### src/rtl/seven_seg_scan_if.sv
// seven_seg_scan_if: BCD converter handshake and common-anode display signals.
interface seven_seg_scan_if;
  logic       ready;
  logic [3:0] A;
  logic [3:0] B;
  logic [3:0] C;
  logic [3:0] D;
  logic       start;
  logic [6:0] seg;
  logic       dp;
  logic [3:0] an;
  modport master (output ready, A, B, C, D, input start, seg, dp, an);
  modport slave (input ready, A, B, C, D, output start, seg, dp, an);
endinterface

### src/rtl/seven_seg_scan.sv
// seven_seg_scan: latches BCD conversions and scans them onto a 4-digit active-low display.
module seven_seg_scan #(
  parameter int PRESCALE          = 256,
  parameter int FRAMES_PER_UPDATE = 64,
  parameter bit BLANK_LEADING     = 1'b1
) (
  input logic             clk,
  input logic             rst,
  seven_seg_scan_if.slave bus
);
  localparam int PW = $clog2(PRESCALE);
  localparam int FW = FRAMES_PER_UPDATE > 1 ? $clog2(FRAMES_PER_UPDATE) : 1;
  logic [PW-1:0]     r_pre;
  logic [1:0]        r_idx;
  logic [FW-1:0]     r_frame;
  logic [3:0][3:0]   r_dig;
  logic              r_pend;
  logic              r_ready_d;
  logic              r_start;
  logic              r_booted;
  logic [6:0]        r_seg;
  logic [3:0]        r_an;
  logic              w_rise;
  logic              w_pre_wrap;
  logic              w_frame_end;
  logic              w_issue;
  logic              w_blank;
  logic [3:0]        w_cur;
  logic [6:0]        w_seg;
  assign w_rise      = bus.ready & ~r_ready_d;
  assign w_pre_wrap  = r_pre == PW'(PRESCALE - 1);
  assign w_frame_end = w_pre_wrap && r_idx == 2'd3 && r_frame == FW'(FRAMES_PER_UPDATE - 1);
  // r_booted is clear only until the first edge out of reset, which always requests a conversion
  assign w_issue     = !r_booted || (w_frame_end && !r_pend);
  assign w_cur       = r_dig[r_idx];
  assign w_blank     = BLANK_LEADING && (r_idx == 2'd3 ? r_dig[3] == 4'd0 :
                       r_idx == 2'd2 ? r_dig[3] == 4'd0 && r_dig[2] == 4'd0 :
                       r_idx == 2'd1 ? r_dig[3] == 4'd0 && r_dig[2] == 4'd0 && r_dig[1] == 4'd0 : 1'b0);
  assign bus.start   = r_start;
  assign bus.seg     = r_seg;
  assign bus.an      = r_an;
  assign bus.dp      = 1'b1;
  always_comb begin
    w_seg = 7'b0111111;
    case (w_cur)
      4'd0: w_seg = 7'b1000000;
      4'd1: w_seg = 7'b1111001;
      4'd2: w_seg = 7'b0100100;
      4'd3: w_seg = 7'b0110000;
      4'd4: w_seg = 7'b0011001;
      4'd5: w_seg = 7'b0010010;
      4'd6: w_seg = 7'b0000010;
      4'd7: w_seg = 7'b1111000;
      4'd8: w_seg = 7'b0000000;
      4'd9: w_seg = 7'b0010000;
      default: w_seg = 7'b0111111;
    endcase
  end
  always_ff @(posedge clk) begin
    if (rst) begin
      r_pre     <= '0;
      r_idx     <= '0;
      r_frame   <= '0;
      r_dig     <= '0;
      r_pend    <= 1'b0;
      r_ready_d <= 1'b0;
      r_start   <= 1'b0;
      r_booted  <= 1'b0;
      r_seg     <= '1;
      r_an      <= '1;
    end else begin
      r_ready_d <= bus.ready;
      r_booted  <= 1'b1;
      r_start   <= w_issue;
      if (w_rise) r_dig <= {bus.A, bus.B, bus.C, bus.D};
      r_pend    <= w_issue ? 1'b1 : w_rise ? 1'b0 : r_pend;
      r_pre     <= w_pre_wrap ? '0 : r_pre + 1'b1;
      if (w_pre_wrap) begin
        r_idx <= r_idx + 1'b1;
        if (r_idx == 2'd3) r_frame <= r_frame == FW'(FRAMES_PER_UPDATE - 1) ? '0 : r_frame + 1'b1;
      end
      r_seg     <= w_blank ? '1 : w_seg;
      r_an      <= w_blank ? '1 : ~(4'b0001 << r_idx);
    end
  end
endmodule
### src/flat_wrapper.sv
// flat-port wrapper written by rule: the top's interface ports become plain ports
module seven_seg_scan_flat 
#(
  parameter int PRESCALE          = 256,
  parameter int FRAMES_PER_UPDATE = 64,
  parameter bit BLANK_LEADING     = 1'b1
)
  (clk, rst, bus_ready, bus_A, bus_B, bus_C, bus_D, bus_start, bus_seg, bus_dp, bus_an);
  seven_seg_scan_if bus_i ();
  input logic clk;
  input logic rst;
  input wire logic [$bits(bus_i.ready)-1:0] bus_ready;
  input wire logic [$bits(bus_i.A)-1:0] bus_A;
  input wire logic [$bits(bus_i.B)-1:0] bus_B;
  input wire logic [$bits(bus_i.C)-1:0] bus_C;
  input wire logic [$bits(bus_i.D)-1:0] bus_D;
  output wire logic [$bits(bus_i.start)-1:0] bus_start;
  output wire logic [$bits(bus_i.seg)-1:0] bus_seg;
  output wire logic [$bits(bus_i.dp)-1:0] bus_dp;
  output wire logic [$bits(bus_i.an)-1:0] bus_an;
  assign bus_i.ready = bus_ready;
  assign bus_i.A = bus_A;
  assign bus_i.B = bus_B;
  assign bus_i.C = bus_C;
  assign bus_i.D = bus_D;
  assign bus_start = bus_i.start;
  assign bus_seg = bus_i.seg;
  assign bus_dp = bus_i.dp;
  assign bus_an = bus_i.an;
  seven_seg_scan #(.PRESCALE(PRESCALE), .FRAMES_PER_UPDATE(FRAMES_PER_UPDATE), .BLANK_LEADING(BLANK_LEADING)) u_core (.clk(clk), .rst(rst), .bus(bus_i));
endmodule
### config.mk
export PLATFORM = sky130hd
export DESIGN_NAME = seven_seg_scan_flat
export DESIGN_NICKNAME = d
export VERILOG_FILES = /design/src/rtl/seven_seg_scan_if.sv /design/src/rtl/seven_seg_scan.sv /design/src/flat_wrapper.sv
export SDC_FILE = /design/constraint.sdc
export NUM_CORES = 1
export LEC_CHECK = 0
export CAP_MARGIN = 20
export CORE_UTILIZATION = 35
export CTS_BUF_LIST = sky130_fd_sc_hd__clkbuf_8
export DETAILED_ROUTE_END_ITERATION = 16
export GPL_ROUTABILITY_DRIVEN = 0
export GPL_TIMING_DRIVEN = 0
export SLEW_MARGIN = 15
export SYNTH_ARGS = -nofsm -noshare
export SYNTH_HDL_FRONTEND = slang
export SYNTH_SLANG_ARGS = --single-unit
### constraint.sdc
create_clock -name clk -period 2.5 [get_ports clk]
set_input_delay 0.625 -clock clk [delete_from_list [all_inputs] [get_ports clk]]
set_output_delay 0.625 -clock clk [all_outputs]
set_load 0.02 [all_outputs]
==> flow_summary.json <==
{
  "grt_overflow": 0,
  "ioPinCount": 32,
  "cts_made_buffers": 5,
  "synth_cell_types": 32,
  "antenna_found_initial": 0,
  "syn_inst": 230,
  "grt_first_pass_wirelength_um": 6530,
  "hold_viol": 0,
  "ant_nets": 0,
  "h-tree-depth": 2,
  "synth_edf_count": 0,
  "rsz0062_at_grt": "false",
  "synth_top_cells_by_count": "nand2_1, dfxtp_1, a21oi_1",
  "via_per_inst": 4.71,
  "hold_end": "u_core.bus.start",
  "cpPeakStageDelay_ns": 0.64,
  "min-delay-start": "u_core.r_booted",
  "cts_sinks": 47,
  "hp-class": "reg2reg",
  "worstPathArrival_ns": 2.30,
  "final.setup_skew_ns": 0.00586,
  "post-route-util": 0.451,
  "ir_worst_vdd_uv": 331,
  "diodes": 0,
  "yosysWarnings": 0,
  "grt_usage": 0.138,
  "grt_max_degree": 15,
  "core_um2": 5540,
  "die-area_um2": 6060,
  "tns_ns": 0,
  "cpMostUsedCell": "inv_1",
  "dr.pass1.iters": 4,
  "worstReg2RegStart": "u_core.r_idx[0]",
  "synthToLayoutAreaGrowth_pct": 24.2,
  "cts_buffer_depth": 2,
  "grt_pass1_vias": 1478,
  "cp_cell_sequence": "buf_6 > mux4_1 > inv_1 > ha_1 > inv_1 > mux2_1 > o2bb2ai_1 > nand2_1",
  "cts.clk_slew.worst_paths_ns": 0.08,
  "synth_seq_cells": 47,
  "ys.flop_type": "dfxtp_1",
  "synth_most_common_cell": "nand2_1",
  "status": "finished, final reports clean",
  "critical_path_class": "reg2reg",
  "rows": 27,
  "totalWireLength_um": 3720,
  "yosysTopAreaCell": "dfxtp_1",
  "first_iter_violations": 57,
  "async_reset_ff_frac": 0,
  "clock_latency_ns": 0.29,
  "nets": 296,
  "crit_required_ns": 2.67,
  "cts_tree": "yes",
  "hpwlAfterDp_um": 2890,
  "synth_area_leaders": "dfxtp_1, nand2_1, ha_1",
  "finalCritPeriodShare": 0.853,
  "cp_top_family": "multiplexers",
  "num_vias": 1592,
  "worstRegToRegCells": 8,
  "drc_errors": 0,
  "cts-root-buf": "clkbuf_8",
  "synth_top_area_share": 0.467,
  "achievable-frequency_ghz": 0.469,
  "synth_seq_area_share": 0.467,
  "fin_crit_ns": 2.13,
  "setup_ws_ns": 0.367,
  "syn_avg_cell_area_um2": 8.76,
  "tightest_slew_ns": 0.568,
  "cts_setup_buffers": 0,
  "initial_core_util": 0.364,
  "critPathSlowestCell": "mux4_1",
  "r2r_end": "u_core.bus.seg[4]",
  "cp_num_buf_inv": 3,
  "cts_hold_buf": 0,
  "synth_nets": 260,
  "startpoint_type": "register",
  "cap_violations": 0,
  "cts_resized": 0,
  "relSlewSlack": 0.618,
  "die_w_um": 77.9,
  "worstSetupStartpoint": "u_core.r_idx[0]",
  "power_density_nw_per_um2": 617,
  "setup_viol": 0,
  "hold_path_depth": 1,
  "portBuffers": 29,
  "wl_per_cell_um": 11.0,
  "p_leak_nw": 0.920,
  "cp_max_fo": 6,
  "drv_slew": 0,
  "syn_area_um2": 2010,
  "die_h_um": 77.9,
  "end_kind": "register",
  "pre_cts_slack_ns": 0.314,
  "drive_gt1_frac": 0.0489,
  "r2r_setup_slack_ns": 0.37
}
==> how the worst max path moves through the flow <==
stage          slack, ns           endpoint  depth (start not counted)
6_report            0.37  u_core.bus.seg[4]                          8
3_3_place_gp        0.30   u_core.r_dig[12]                          6
5_1_grt             0.17  u_core.bus.seg[4]                          8
3_5_place_dp        0.31    u_core.r_dig[9]                          6
4_1_cts             0.36  u_core.bus.seg[4]                          8
2_1_floorplan       0.54  u_core.bus.seg[4]                          8
==> report_power, final <==
| group | internal (mW) | switching, mW |
|---|---|---|
| registers | 0.790 | 0.0199 |
| clock network | 0.292 | 0.239 |
| logic | 0.101 | 0.102 |
| total | 1.18 | 0.361 |
==> state kept, by name, summed over array words and instances (netlist names), 2 cells and up <==
register,cells
u_core.r_idx,2
u_core.r_pre,8
u_core.r_frame,6
u_core.bus.seg,7
u_core.bus.an,4
u_core.r_dig,16
==> cells in the final DEF (no fill, tap or decap), types with 3 or more instances in the layout <==
cell type | synthesis | routed
o21ai_1 | 6 | 6
nand3_1 | 5 | 5
a21oi_1 | 23 | 23
clkbuf_1 | 9 | 9
dfxtp_1 | 47 | 47
nor2b_1 | 4 | 4
clkbuf_8 | 0 | 5
ha_1 | 11 | 11
nor4_1 | 6 | 6
nor3_1 | 8 | 8
clkdlybuf4s50_1 | 0 | 29
inv_1 | 7 | 7
nand2b_1 | 3 | 3
or3_1 | 4 | 4
nand2_1 | 48 | 48
nor2_1 | 17 | 17
mux4_2 | 3 | 3
xnor2_1 | 9 | 9
==> through the flow <==
step / hold slack, ns / cells / total power [mW] / cell area (µm²)
finish: 0.435 / 338 / 1.54 / 2500
global route: 0.485 / 338 / 1.63 / 2500
global placement: 0.420 / 331 / 1.03 / 2390
CTS: 0.440 / 338 / 1.57 / 2500
detailed placement: 0.426 / 331 / 1.03 / 2390
floorplan: 0.408 / 230 / 0.942 / 2010
==> kinds of logic after synthesis <==
group / Yosys count / synth area share
AOI/OAI and AO/OA: 33 / 0.0857
other: 1 / 0.00186
adders and majority gates: 11 / 0.0683
DFF: 47 / 0.467
buffers and inverters: 19 / 0.0410
and+or+nand+nor: 101 / 0.225
muxes: 7 / 0.0627
xor gates and xnor gates: 11 / 0.0478
==> metal layers <==
layer	vias to the layer above	track usage	wire length [µm]
met3	7	0.0376	126
met5	-	0	0
li1	839	-	-
met2	22	0.227	1800
met4	0	0.0509	55
met1	724	0.171	1740
==> area by class of cell <==
type,instances,area [µm²]
fill,580,3040
multi-input combinational,164,991
sequential,47,941
clock inverter,2,37.5
tap,72,90.1
buffer,11,52.6
inverter,8,30.0
timing repair buffer,29,290
clock buffer,5,68.8
No activity file was read; power rests on OpenSTA's default activity.
